**config.mk**
```make
export PLATFORM = sky130hd
export DESIGN_NAME = op_buf_controller
export DESIGN_NICKNAME = d
export VERILOG_FILES = /design/src/rtl/op_buf_pkg.sv /design/src/rtl/op_buf_addr_counter.sv /design/src/rtl/op_buf_controller.sv
export SDC_FILE = /design/constraint.sdc
export NUM_CORES = 1
export LEC_CHECK = 0
export BUFFER_PORTS_ARGS = -buffer_cell sky130_fd_sc_hd__buf_2
export CAP_MARGIN = 20
export CELL_PAD_IN_SITES_DETAIL_PLACEMENT = 1
export CELL_PAD_IN_SITES_GLOBAL_PLACEMENT = 1
export CORE_MARGIN = 3
export CORE_UTILIZATION = 41
export CTS_CLUSTER_SIZE = 10
export DETAILED_ROUTE_END_ITERATION = 8
export PLACE_DENSITY_LB_ADDON = 0.3
export SLEW_MARGIN = 5
export SYNTH_ARGS = -nofsm -noshare
export SYNTH_HDL_FRONTEND = slang
export SYNTH_SLANG_ARGS = --single-unit
```
**constraint.sdc**
```tcl
create_clock -name clk -period 2.4 [get_ports clk]
set_input_delay 0.36 -clock clk [delete_from_list [all_inputs] [get_ports clk]]
set_output_delay 0.36 -clock clk [all_outputs]
set_load 0.05 [all_outputs]
```
**src/rtl/op_buf_pkg.sv**
```systemverilog
// Shared constants, state encoding and count clamping for the output-buffer controller.
package op_buf_pkg;

    localparam int DEPTH  = 16;
    localparam int ADDR_W = 4;
    localparam int CNT_W  = ADDR_W + 1;

    typedef enum logic [2:0] {
        ST_IDLE        = 3'd0,
        ST_COLLECT     = 3'd1,
        ST_DRAIN_FIRST = 3'd2,
        ST_DRAIN       = 3'd3,
        ST_FINISH      = 3'd4
    } state_t;

    // A tile never holds more results than the buffer has entries.
    function automatic logic [CNT_W-1:0] clamp_count(input logic [CNT_W-1:0] n);
        return (n > CNT_W'(DEPTH)) ? CNT_W'(DEPTH) : n;
    endfunction

endpackage

```
**src/rtl/op_buf_addr_counter.sv**
```systemverilog
// Buffer address counter with clear-over-increment priority and a last-entry flag.
module op_buf_addr_counter
    import op_buf_pkg::*;
(
    input  logic             clk,
    input  logic             rst,
    input  logic             inc,
    input  logic             clr,
    input  logic [CNT_W-1:0] n_lat,
    output logic [CNT_W-1:0] cnt,
    output logic             at_last
);

    // NOTE: sequential state uses non-blocking assignments so every flop samples pre-edge values.
    always_ff @(posedge clk or negedge rst) begin
        if (!rst) begin
            cnt <= '0;
        end else if (clr) begin
            cnt <= '0;
        end else if (inc) begin
            cnt <= cnt + CNT_W'(1);
        end
    end

    assign at_last = (cnt == n_lat - CNT_W'(1));

endmodule

```
**src/rtl/op_buf_controller.sv**
```systemverilog
// Sequences one tile through the output buffer: collect N results, then drain them
// to the external consumer with a valid/ready handshake.
module op_buf_controller
    import op_buf_pkg::*;
(
    input  logic              clk,
    input  logic              rst,
    input  logic              start,
    input  logic [CNT_W-1:0]  num_results,
    input  logic              res_valid,
    output logic              res_ready,
    output logic              store_en,
    output logic [ADDR_W-1:0] store_addr,
    output logic              send_en,
    output logic [ADDR_W-1:0] send_addr,
    output logic              ext_valid,
    input  logic              ext_ready,
    output logic              ext_last,
    output logic              busy,
    output logic              done
);

    state_t           state, next_state;
    logic [CNT_W-1:0] n_lat;
    logic [CNT_W-1:0] n_start;
    logic             n_load;
    logic [CNT_W-1:0] wr_cnt, rd_cnt;
    logic             wr_last, rd_last;
    logic             wr_inc, wr_clr, rd_inc, rd_clr;

    assign n_start = clamp_count(num_results);

    op_buf_addr_counter u_wr_cnt (
        .clk     (clk),
        .rst     (rst),
        .inc     (wr_inc),
        .clr     (wr_clr),
        .n_lat   (n_lat),
        .cnt     (wr_cnt),
        .at_last (wr_last)
    );

    op_buf_addr_counter u_rd_cnt (
        .clk     (clk),
        .rst     (rst),
        .inc     (rd_inc),
        .clr     (rd_clr),
        .n_lat   (n_lat),
        .cnt     (rd_cnt),
        .at_last (rd_last)
    );

    always_ff @(posedge clk or negedge rst) begin
        if (!rst) begin
            state <= ST_IDLE;
            n_lat <= '0;
        end else begin
            state <= next_state;
            if (n_load) begin
                n_lat <= n_start;
            end
        end
    end

    // NOTE: every output of this block gets a default first so no path can infer a latch.
    always_comb begin
        next_state = state;
        n_load     = 1'b0;
        res_ready  = 1'b0;
        store_en   = 1'b0;
        store_addr = '0;
        send_en    = 1'b0;
        send_addr  = '0;
        ext_valid  = 1'b0;
        ext_last   = 1'b0;
        done       = 1'b0;
        wr_inc     = 1'b0;
        wr_clr     = 1'b0;
        rd_inc     = 1'b0;
        rd_clr     = 1'b0;

        case (state)
            ST_IDLE: begin
                if (start) begin
                    n_load     = 1'b1;
                    next_state = (n_start == '0) ? ST_FINISH : ST_COLLECT;
                end
            end
            ST_COLLECT: begin
                res_ready  = 1'b1;
                store_en   = res_valid;
                store_addr = wr_cnt[ADDR_W-1:0];
                wr_inc     = res_valid;
                if (res_valid && wr_last) begin
                    wr_clr     = 1'b1;
                    next_state = ST_DRAIN_FIRST;
                end
            end
            ST_DRAIN_FIRST: begin
                // Prefetch word 0 so it is on the buffer output when DRAIN begins.
                send_en    = 1'b1;
                send_addr  = '0;
                next_state = ST_DRAIN;
            end
            ST_DRAIN: begin
                ext_valid = 1'b1;
                ext_last  = rd_last;
                if (ext_ready) begin
                    if (rd_last) begin
                        rd_clr     = 1'b1;
                        next_state = ST_FINISH;
                    end else begin
                        send_en   = 1'b1;
                        send_addr = rd_cnt[ADDR_W-1:0] + ADDR_W'(1);
                        rd_inc    = 1'b1;
                    end
                end
            end
            ST_FINISH: begin
                done       = 1'b1;
                next_state = ST_IDLE;
            end
            default: next_state = ST_IDLE;
        endcase
    end

    assign busy = (state != ST_IDLE);

endmodule
```
==> results.sh <==
export IMPL_clk_path_buf_depth=2
export IMPL_clock_insertion_delay_worst_skew_ns=0.32
export IMPL_cts_sinks=18
export IMPL_synth_area_per_cell_um2=9.18
export IMPL_path_cells="inv_2, ha_4, xnor2_4, nor2_1, o32ai_4, buf_6, a21oi_4, and2_4, buf_8"
export IMPL_combPwrFrac_pct=70.1
export IMPL_violations="setup timing"
export IMPL_yosysSeqAreaShare_pct=35.5
export IMPL_place_congestion=0.802
export IMPL_synth_fa_ha_area_share_pct=2.96
export IMPL_critPathRequiredTime_ns=2.04
export IMPL_utilization_pct=58.6
export IMPL_die_x_um=61.6
export IMPL_crit_path_start_kind="flip-flop"
export IMPL_tns_ns=-0.210
export IMPL_end_kind="primary output"
export IMPL_total_leakage_power_nw=0.757
export IMPL_place_hpwl_mm=2.51
export IMPL_diodes=0
export IMPL_path_clk_slew_ns=0.11
export IMPL_max_stage_delay_ns=0.41
export IMPL_cts_tree="yes"
export IMPL_r2r_slack_ns=0.42
export IMPL_cpMaxStageDelayCell="dfrtp_1"
export IMPL_placed_area_um2=1470
export IMPL_finalCriticalPeriod_ns=2.45
export IMPL_grt_overflow=0
export IMPL_syn_to_final_growth_pct=31.9
export IMPL_clockPowerShare_pct=7.4
export IMPL_die_area_um2=3790
export IMPL_synth_ff_type="dfrtp_1"
export IMPL_internal_power_w=0.00136
export IMPL_io_buffer_count=24
export IMPL_synthArstFlopShare_pct=100
export IMPL_status="finished, violations left"
export IMPL_cts_buffers=3
export IMPL_avgViaCountPerCell=5.62
export IMPL_tightest_slew_ns=0.466
export IMPL_swShare_pct=50.3
export IMPL_grt_usage_pct=21.0
export IMPL_h_tree_depth=1
export IMPL_synth_mux_area_share_pct=0.888
export IMPL_clock_root_buffer="clkbuf_4"
export IMPL_start_util_pct=44.4
export IMPL_grt_antenna_before_repair=0
export IMPL_design_area_um2=1670
export IMPL_setup_violations=6
export IMPL_synth_cells=138
export IMPL_synthDistinctLibCells=41
export IMPL_maxSlewHeadroom_pct=68.8
export IMPL_hold_path_class="in2reg"
export IMPL_ys_warn_count=0
export IMPL_grt_pass1_wl_mm=5.76
export IMPL_yosys_area_share_simple_pct=29.5
export IMPL_final_nets=186
export IMPL_fmax_mhz=409
export IMPL_nFillCells=343
export IMPL_io_pins=25
export IMPL_drt_iter0_drc=57
export IMPL_synth_xor_area_share_pct=11.2
export IMPL_synth_area_leaders="dfrtp_1 36%, nand2_1 5.3%, xnor2_1 4.1%, xnor3_1 3.6%, and2_1 3.5%"
export IMPL_die_y_um=61.6
export IMPL_drv_slew=0
export IMPL_rows=19
export IMPL_fin_ws_ns=-0.0473
export IMPL_synth_compound_area_share_pct=16.6
export IMPL_finClkSkew_ns=0.00608
export IMPL_hold_viol=0
export IMPL_grt_pass1_vias=1199
export IMPL_synth_top_family_by_area="simple AND/OR/NAND/NOR gates"
export IMPL_ys_seq_elements=18
export IMPL_rsz0062_at_grt="true"
export IMPL_grt_max_degree=19
export IMPL_layout_drive_gt1_share_pct=37.8
export IMPL_p_per_area_nw_per_um2=1630
export IMPL_synth_edf_count=0
export IMPL_worst_path_max_fanout=4
export IMPL_crit_type="reg2out"
export IMPL_syn_nets=151
export IMPL_wl_mm=3.57
export IMPL_synth_area_um2=1270
export IMPL_period_share_pct=102
export IMPL_drt_antenna_violating_nets=0
export IMPL_fp_coreArea_um2=2850
export IMPL_whs_ns=0.305
export IMPL_power_switching_w=0.00137
export IMPL_drv_cap=0
export IMPL_peakVddDrop_uv=820
export IMPL_drc=0
export IMPL_yosys_area_top_type="dfrtp_1"
export IMPL_pwr_share_seq_pct=22.5
export IMPL_cp_arrival_ns=2.09
export IMPL_wire_per_inst_um=17.6
export IMPL_yosysTopAreaCellShare_pct=35.5
export IMPL_dr_pass1_iters=4
export IMPL_num_vias=1140
[area by class of cell]
class | count | area [um^2] | share of cell area [%]
multi-input cells | 110 | 881 | 52.7
flip-flops and latches | 18 | 452 | 27.0
repair buffers | 33 | 235 | 14.1
well taps | 31 | 38.8 | 2.32
clock buffers | 4 | 36.3 | 2.17
inverters | 7 | 28.8 | 1.72
[what timing repair did]
item                                   CTS  global route
setup endpoints to repair                6             6
buffers inserted                         2             0
endpoints found under the hold margin   18             0
pin swaps                                4             6
gates resized for setup                 14            21
hold buffers                             1             0
cloned                                   0             0
[power groups by stage]
| stage | Clock (W) | Sequential (W) | Combinational (W) |
|---|---|---|---|
| 6_report | 0.000202 | 0.000614 | 0.00191 |
| 5_1_grt | 0.000225 | 0.000635 | 0.00206 |
| 4_1_cts | 0.000212 | 0.000596 | 0.00170 |
| 3_5_place_dp | 0 | 0.000600 | 0.00155 |
| 3_3_place_gp | 0 | 0.000587 | 0.00150 |
| 2_1_floorplan | 0 | 0.000547 | 0.00119 |
[worst max-delay path, delay by kind of cell (launching register included)]
kind | cells | cell delay [ns]
flip-flops | 1 | 0.41
buffers and inverters | 3 | 0.39
AO/OA/AOI/OAI | 2 | 0.39
AND/OR/NAND/NOR | 2 | 0.27
adder cells (fa/ha/maj) | 1 | 0.18
XOR/XNOR | 1 | 0.13
[sequential cells by signal (all words and copies together), names as in the netlist]
signal	count
u_wr_cnt.cnt	5
u_rd_cnt.cnt	5
state	3
n_lat	5
[cell families (layout without fill, tap and decap cells)]
logic type	count (synthesis)	after routing
compound gates	30	30
xor+xnor	13	13
fa+ha+maj	3	3
buf+inv	10	44
flops	18	18
mux	1	1
simple gates	63	63
[cells in the mapped netlist, types with 3 or more instances]
cell type  count
nor2_1         5
o21ai_1        4
xnor2_1        6
nand3_1        6
nand2b_1       7
a21oi_1        4
ha_1           3
and2_1         7
nand2_1       18
a21o_1         3
inv_1          5
xor2_1         5
o21ai_0        8
dfrtp_1       18
nor3_1         6
[metrics by stage]
step / setup slack [ns] / power, W / std cells
floorplan: -0.110 / 0.00174 / 138
global placement: 0.203 / 0.00209 / 196
detailed placement: 0.123 / 0.00215 / 196
CTS: 0.00263 / 0.00251 / 203
global route: -0.142 / 0.00292 / 203
finish: -0.0473 / 0.00273 / 203
[placed cells by master, fill, tap and decap left out, types with 3 or more instances in the layout]
master,count
nand2_1,18
buf_2,18
dfrtp_1,17
o21ai_0,8
nand2b_1,7
buf_4,7
nand3_1,6
buf_6,6
and2_1,5
xor2_1,5
xnor2_1,5
nor2_1,4
nor3_1,4
o21ai_1,4
inv_2,3
inv_1,3
a21o_1,3
a21oi_1,3
clkbuf_4,3
[routing by layer]
layer  routed length (um)  track usage (%)  up-vias  share of wire, %
met5                    0                0        -                 0
met4                   92             9.09        0               2.6
met3                   61             3.14        7               1.7
met2                 1890             38.3       17                53
met1                 1530             24.2      568                43
li1                     -                -      548                 -
[path summary, 6_finish.rpt]
path	start	to	cells past startpoint
worst max-delay path	n_lat[0]	send_addr[1]	9
worst min-delay path	num_results[1]	n_lat[1]	3
worst max register to register	n_lat[0]	u_wr_cnt.cnt[4]	7
worst min register to register	u_wr_cnt.cnt[4]	u_wr_cnt.cnt[4]	1
max in group asynchronous	rst	n_lat[2]	2
min in group asynchronous	rst	u_rd_cnt.cnt[0]	2
(Power assumes the default switching activity.)
